[config.mk]
export PLATFORM = sky130hd
export DESIGN_NAME = case_conv_stream
export DESIGN_NICKNAME = d
export VERILOG_FILES = /design/src/rtl/case_conv_stream.sv
export SDC_FILE = /design/constraint.sdc
export NUM_CORES = 1
export LEC_CHECK = 0
export BUFFER_PORTS_ARGS = -buffer_cell sky130_fd_sc_hd__buf_2
export CORE_MARGIN = 10
export CORE_UTILIZATION = 45
export CTS_CLUSTER_SIZE = 20
export DETAILED_ROUTE_END_ITERATION = 8
export PLACE_DENSITY = 0.68
export SYNTH_ARGS = -nofsm -noshare
export SYNTH_HDL_FRONTEND = slang
export SYNTH_SLANG_ARGS = --single-unit
export TNS_END_PERCENT = 100
[constraint.sdc]
create_clock -name clk -period 3.8 [get_ports clk]
set_input_delay 0 -clock clk [delete_from_list [all_inputs] [get_ports clk]]
set_output_delay 0 -clock clk [all_outputs]
set_load 0.02 [all_outputs]
[src/rtl/case_conv_stream.sv]
`default_nettype none
// ============================================================================
// case_conv_stream : FIFO-fed sequencer around a slow combinational uppercase
//                    converter; captures each result onto a valid/ready output.
// Revision         : 1.0
// ============================================================================
module case_conv_stream #(
    parameter int DEPTH         = 4,
    parameter int SETTLE_CYCLES = 5,
    parameter int CNT_W         = 16
) (
    input  logic             clk,
    input  logic             rst,
    input  logic             in_valid,
    output logic             in_ready,
    input  logic [7:0]       in_data,
    output logic [7:0]       conv_in,
    input  logic [7:0]       conv_out,
    output logic             out_valid,
    input  logic             out_ready,
    output logic [7:0]       out_data,
    output logic             busy,
    output logic [CNT_W-1:0] changed_count
);
    localparam int c_ADDR_W   = $clog2(DEPTH);
    localparam int c_SETTLE_W = (SETTLE_CYCLES > 1) ? $clog2(SETTLE_CYCLES) : 1;
    localparam logic [c_SETTLE_W-1:0] c_SETTLE_LOAD = c_SETTLE_W'(SETTLE_CYCLES - 1);

    typedef enum logic [1:0] {
        S_IDLE   = 2'd0,
        S_SETTLE = 2'd1,
        S_HOLD   = 2'd2
    } state_t;

    state_t                r_state;
    state_t                w_state_nxt;
    logic [7:0]            r_mem [DEPTH];
    logic [c_ADDR_W:0]     r_wr_ptr;
    logic [c_ADDR_W:0]     r_rd_ptr;
    logic [c_SETTLE_W-1:0] r_settle_cnt;
    logic [7:0]            r_conv_in;
    logic [7:0]            r_out_data;
    logic                  r_out_valid;
    logic [CNT_W-1:0]      r_changed_count;
    logic                  w_empty;
    logic                  w_full;
    logic                  w_push;
    logic                  w_pop;
    logic                  w_capture;

    // Extra pointer MSB distinguishes full from empty when the indices match.
    assign w_empty = (r_wr_ptr == r_rd_ptr);
    assign w_full  = (r_wr_ptr[c_ADDR_W] != r_rd_ptr[c_ADDR_W]) &&
                     (r_wr_ptr[c_ADDR_W-1:0] == r_rd_ptr[c_ADDR_W-1:0]);
    assign w_push  = in_valid && !w_full;

    assign in_ready      = !w_full;
    assign busy          = (r_state != S_IDLE) || !w_empty;
    assign conv_in       = r_conv_in;
    assign out_data      = r_out_data;
    assign out_valid     = r_out_valid;
    assign changed_count = r_changed_count;

    always_ff @(posedge clk) begin
        if (w_push) begin
            r_mem[r_wr_ptr[c_ADDR_W-1:0]] <= in_data;
        end
    end

    always_ff @(posedge clk or posedge rst) begin
        if (rst) begin
            r_state <= S_IDLE;
        end else begin
            r_state <= w_state_nxt;
        end
    end

    // Pop decisions use the registered empty flag, so a same-edge write is
    // never visible to the load that happens on that edge.
    always_comb begin
        w_state_nxt = r_state;
        w_pop       = 1'b0;
        w_capture   = 1'b0;
        case (r_state)
            S_IDLE: begin
                if (!w_empty) begin
                    w_pop       = 1'b1;
                    w_state_nxt = S_SETTLE;
                end
            end
            S_SETTLE: begin
                if (r_settle_cnt == '0) begin
                    w_capture   = 1'b1;
                    w_state_nxt = S_HOLD;
                end
            end
            S_HOLD: begin
                if (out_ready) begin
                    if (!w_empty) begin
                        w_pop       = 1'b1;
                        w_state_nxt = S_SETTLE;
                    end else begin
                        w_state_nxt = S_IDLE;
                    end
                end
            end
            default: begin
                w_state_nxt = S_IDLE;
            end
        endcase
    end

    always_ff @(posedge clk or posedge rst) begin
        if (rst) begin
            r_wr_ptr        <= '0;
            r_rd_ptr        <= '0;
            r_settle_cnt    <= '0;
            r_conv_in       <= 8'h00;
            r_out_data      <= 8'h00;
            r_out_valid     <= 1'b0;
            r_changed_count <= '0;
        end else begin
            if (w_push) begin
                r_wr_ptr <= r_wr_ptr + 1'b1;
            end

            if (w_pop) begin
                r_rd_ptr     <= r_rd_ptr + 1'b1;
                r_conv_in    <= r_mem[r_rd_ptr[c_ADDR_W-1:0]];
                r_settle_cnt <= c_SETTLE_LOAD;
            end else if ((r_state == S_SETTLE) && (r_settle_cnt != '0)) begin
                r_settle_cnt <= r_settle_cnt - 1'b1;
            end

            if (w_capture) begin
                r_out_data  <= conv_out;
                r_out_valid <= 1'b1;
                if ((conv_out != r_conv_in) && (r_changed_count != '1)) begin
                    r_changed_count <= r_changed_count + 1'b1;
                end
            end else if ((r_state == S_HOLD) && out_ready) begin
                r_out_valid <= 1'b0;
            end
        end
    end

endmodule
`default_nettype wire

==> impl_metrics.yaml <==
synth:
  synth_compound_area_share_pct: 1.67
  yosys.area_share.simple_pct: 10.3
  syn_area_per_cell_um2: 15.1
  ys_types: 34
  synth-adder-area-share_pct: 2.98
  yosys_most_used_dff: "dfrtp_1"
  yosys_register_bits: 76
  ys_async_sr_fraction_pct: 57.9
  ys_warn_count: 0
  synthXorXnorAreaFrac_pct: 8.08
  synth_top_area_share_pct: 32.8
  syn_inst: 223
  synth_edf_count: 32
  ys_seq_area_share_pct: 61.3
  synthesis.area_um2: 3360
  synth_top_cells_by_area: "dfrtp_1, edfxtp_1, mux4_1, xnor2_1, mux2_2"
  synth.area.mux_share_pct: 13.1
  synthesis.nets: 251
  synth_top_cell_by_area: "dfrtp_1"
  synth_top_family_by_area: "multiplexers"
global_routing:
  track_usage_pct: 12.0
  grt_max_degree: 45
  grt_antenna_before_repair: 0
  grt_pass1_wl_um: 10800
  grt_overflow: 0
  first_global_vias: 2180
clocking:
  clkLatencyLatePin_ns: 0.35
  post-cts-setup-buffers: 0
  cts_inserted_buffers: 9
  clock-root-buffer: "clkbuf_8"
  clk_pin_slew_worst_paths_ns: 0.07
  clock_path_buffers: 2
  cts.sinks: 76
  h-tree-depth: 3
  tritoncts: "yes"
timing:
  finalHoldViolations: 0
  hold_ws_ns: 0.0597
  fin_skew_ns: 0.00955
  setup_viol: 0
  worst_slack_ns: 1.55
  tns_ns: 0
  drv_slew: 0
  period_minus_slack_ns: 2.25
  tightest_slew_ns: 0.976
  relSlewSlack_pct: 35.0
  min_period_over_period_pct: 59.2
  rsz0062_at_grt: "false"
  fmax_mhz: 445
setup_path:
  worstRegToRegCells: 6
  cp.arrival_ns: 2.48
  cp.required_ns: 4.03
  r2r-end: "changed_count[1]"
  r2r_start: "r_settle_cnt[0]"
  rrSetupSlack_ns: 1.55
  start_kind: "flop"
  cp_max_fo: 25
  critPathKind: "reg -> reg"
  cp-end-kind: "flop"
hold_path:
  hold_depth: 3
  worst_hold_startpoint: "in_valid"
  hold_path_class: "in -> reg"
  holdPathEnd: "r_wr_ptr[0]"
placed_design:
  pre_cts_slack_ns: 1.56
  numPlacedInstances: 369
  io_buffers: 54
  gp_congestion: 0.806
  postPlaceCellArea_um2: 3700
  place_hpwl_um: 4490
cells_and_area:
  multiInputGateArea_um2: 1210
  layout_commonest_cell: "buf_2"
  drive_above_1_share_pct: 31.4
  layout.nets: 327
  seq_area_um2: 2060
  syn_to_final_growth_pct: 21.0
  fin_area_um2: 4070
  antenna_cells: 0
  final_cell_mix: "buf_2, dfrtp_1, edfxtp_1"
  stdcell_count: 402
  post-route-util_pct: 56.1
  n_fill_cell: 605
floorplan:
  core_area_um2: 7250
  start_util_pct: 46.4
  num_rows: 31
  ios: 55
  dieArea_um2: 11300
  die_h_um: 106
  die_w_um: 106
routing:
  avgViaCountPerCell: 5.03
  via_count: 2024
  first_pass_iters: 4
  ant_nets: 0
  drcViolationCount: 0
  first_iter_violations: 51
  wl_per_cell_um: 15.7
  totalWireLength_um: 6320
run_status:
  status: "complete, no violations"
pwr:
  power.total_mw: 3.04
  power_density_nw_per_um2: 747
  power.leakage_nw: 1.73
  ir_drop_mv: 0.415
flow_run:
  cap_viol_max_count: 0
## layer usage
metal	vias up	GRT usage, %	wire, um
met5	-	0	0
met4	0	3.48	51
met3	9	5.43	420
met2	50	19.1	2960
met1	992	14.3	2890
li1	973	-	-
## state kept, by name, indices dropped and copies added (netlist names)
name,cells
changed_count,16
r_settle_cnt,3
out_valid,1
r_mem,32
out_data,8
conv_in,8
r_rd_ptr,3
r_state,2
r_wr_ptr,3
## power by group
part / leakage [nW] / switching (mW) / internal, mW
Combinational: 0.809 / 0.575 / 0.546
Clock: 0.0854 / 0.291 / 0.299
Sequential: 0.837 / 0.208 / 1.12
## cell families (layout without fill, tap and decap cells)
| logic type | Yosys count | after routing |
|---|---|---|
| adder cells (fa/ha/maj) | 8 | 8 |
| buffers and inverters | 15 | 95 |
| multiplexers | 27 | 27 |
| AO/OA/AOI/OAI | 8 | 8 |
| XOR/XNOR | 31 | 31 |
| AND/OR/NAND/NOR | 58 | 58 |
| flip-flops | 76 | 76 |
## layout make-up
cell class | count | area share [%]
Sequential cell | 76 | 50.7
Multi-Input combinational cell | 132 | 29.8
Timing Repair Buffer | 72 | 11.1
Clock buffer | 9 | 3.04
Tap cell | 99 | 3.04
Clock inverter | 6 | 1.60
Inverter | 8 | 0.738
## synthesized netlist by cell type (2+ instances only)
cell type / count
dfrtp_1: 44
edfxtp_1: 32
xnor2_1: 20
mux2_2: 14
nand3_1: 14
and3_1: 13
xor2_1: 11
ha_1: 8
inv_1: 8
mux4_1: 7
nand4_1: 6
mux2_4: 5
nand2_1: 5
nor4_1: 5
nor2_1: 4
buf_2: 3
buf_6: 3
nor3_1: 3
a21oi_1: 2
and4_1: 2
## critical path, stage by stage, from the launching register on
cell     delay (ns)
dfrtp_1        0.40
inv_1          0.09
ha_1           0.13
nor2b_1        0.15
and3_1         0.82
nand2_1        0.21
mux2_2         0.33
## worst max path at each step
stage,start,depth (start not counted),end
2_1_floorplan,changed_count[0],6,changed_count[1]
3_3_place_gp,r_settle_cnt[0],6,changed_count[1]
3_5_place_dp,r_settle_cnt[0],6,changed_count[1]
4_1_cts,r_settle_cnt[0],6,changed_count[1]
5_1_grt,r_settle_cnt[0],6,changed_count[1]
6_report,r_settle_cnt[0],6,changed_count[1]
## timing repair
item | 4_1_cts | 5_1_grt
hold buffers | 18 | 0
hold endpoints to repair | 86 | 0
resized for setup | 0 | 0
Power figures use the tool's default switching activity.
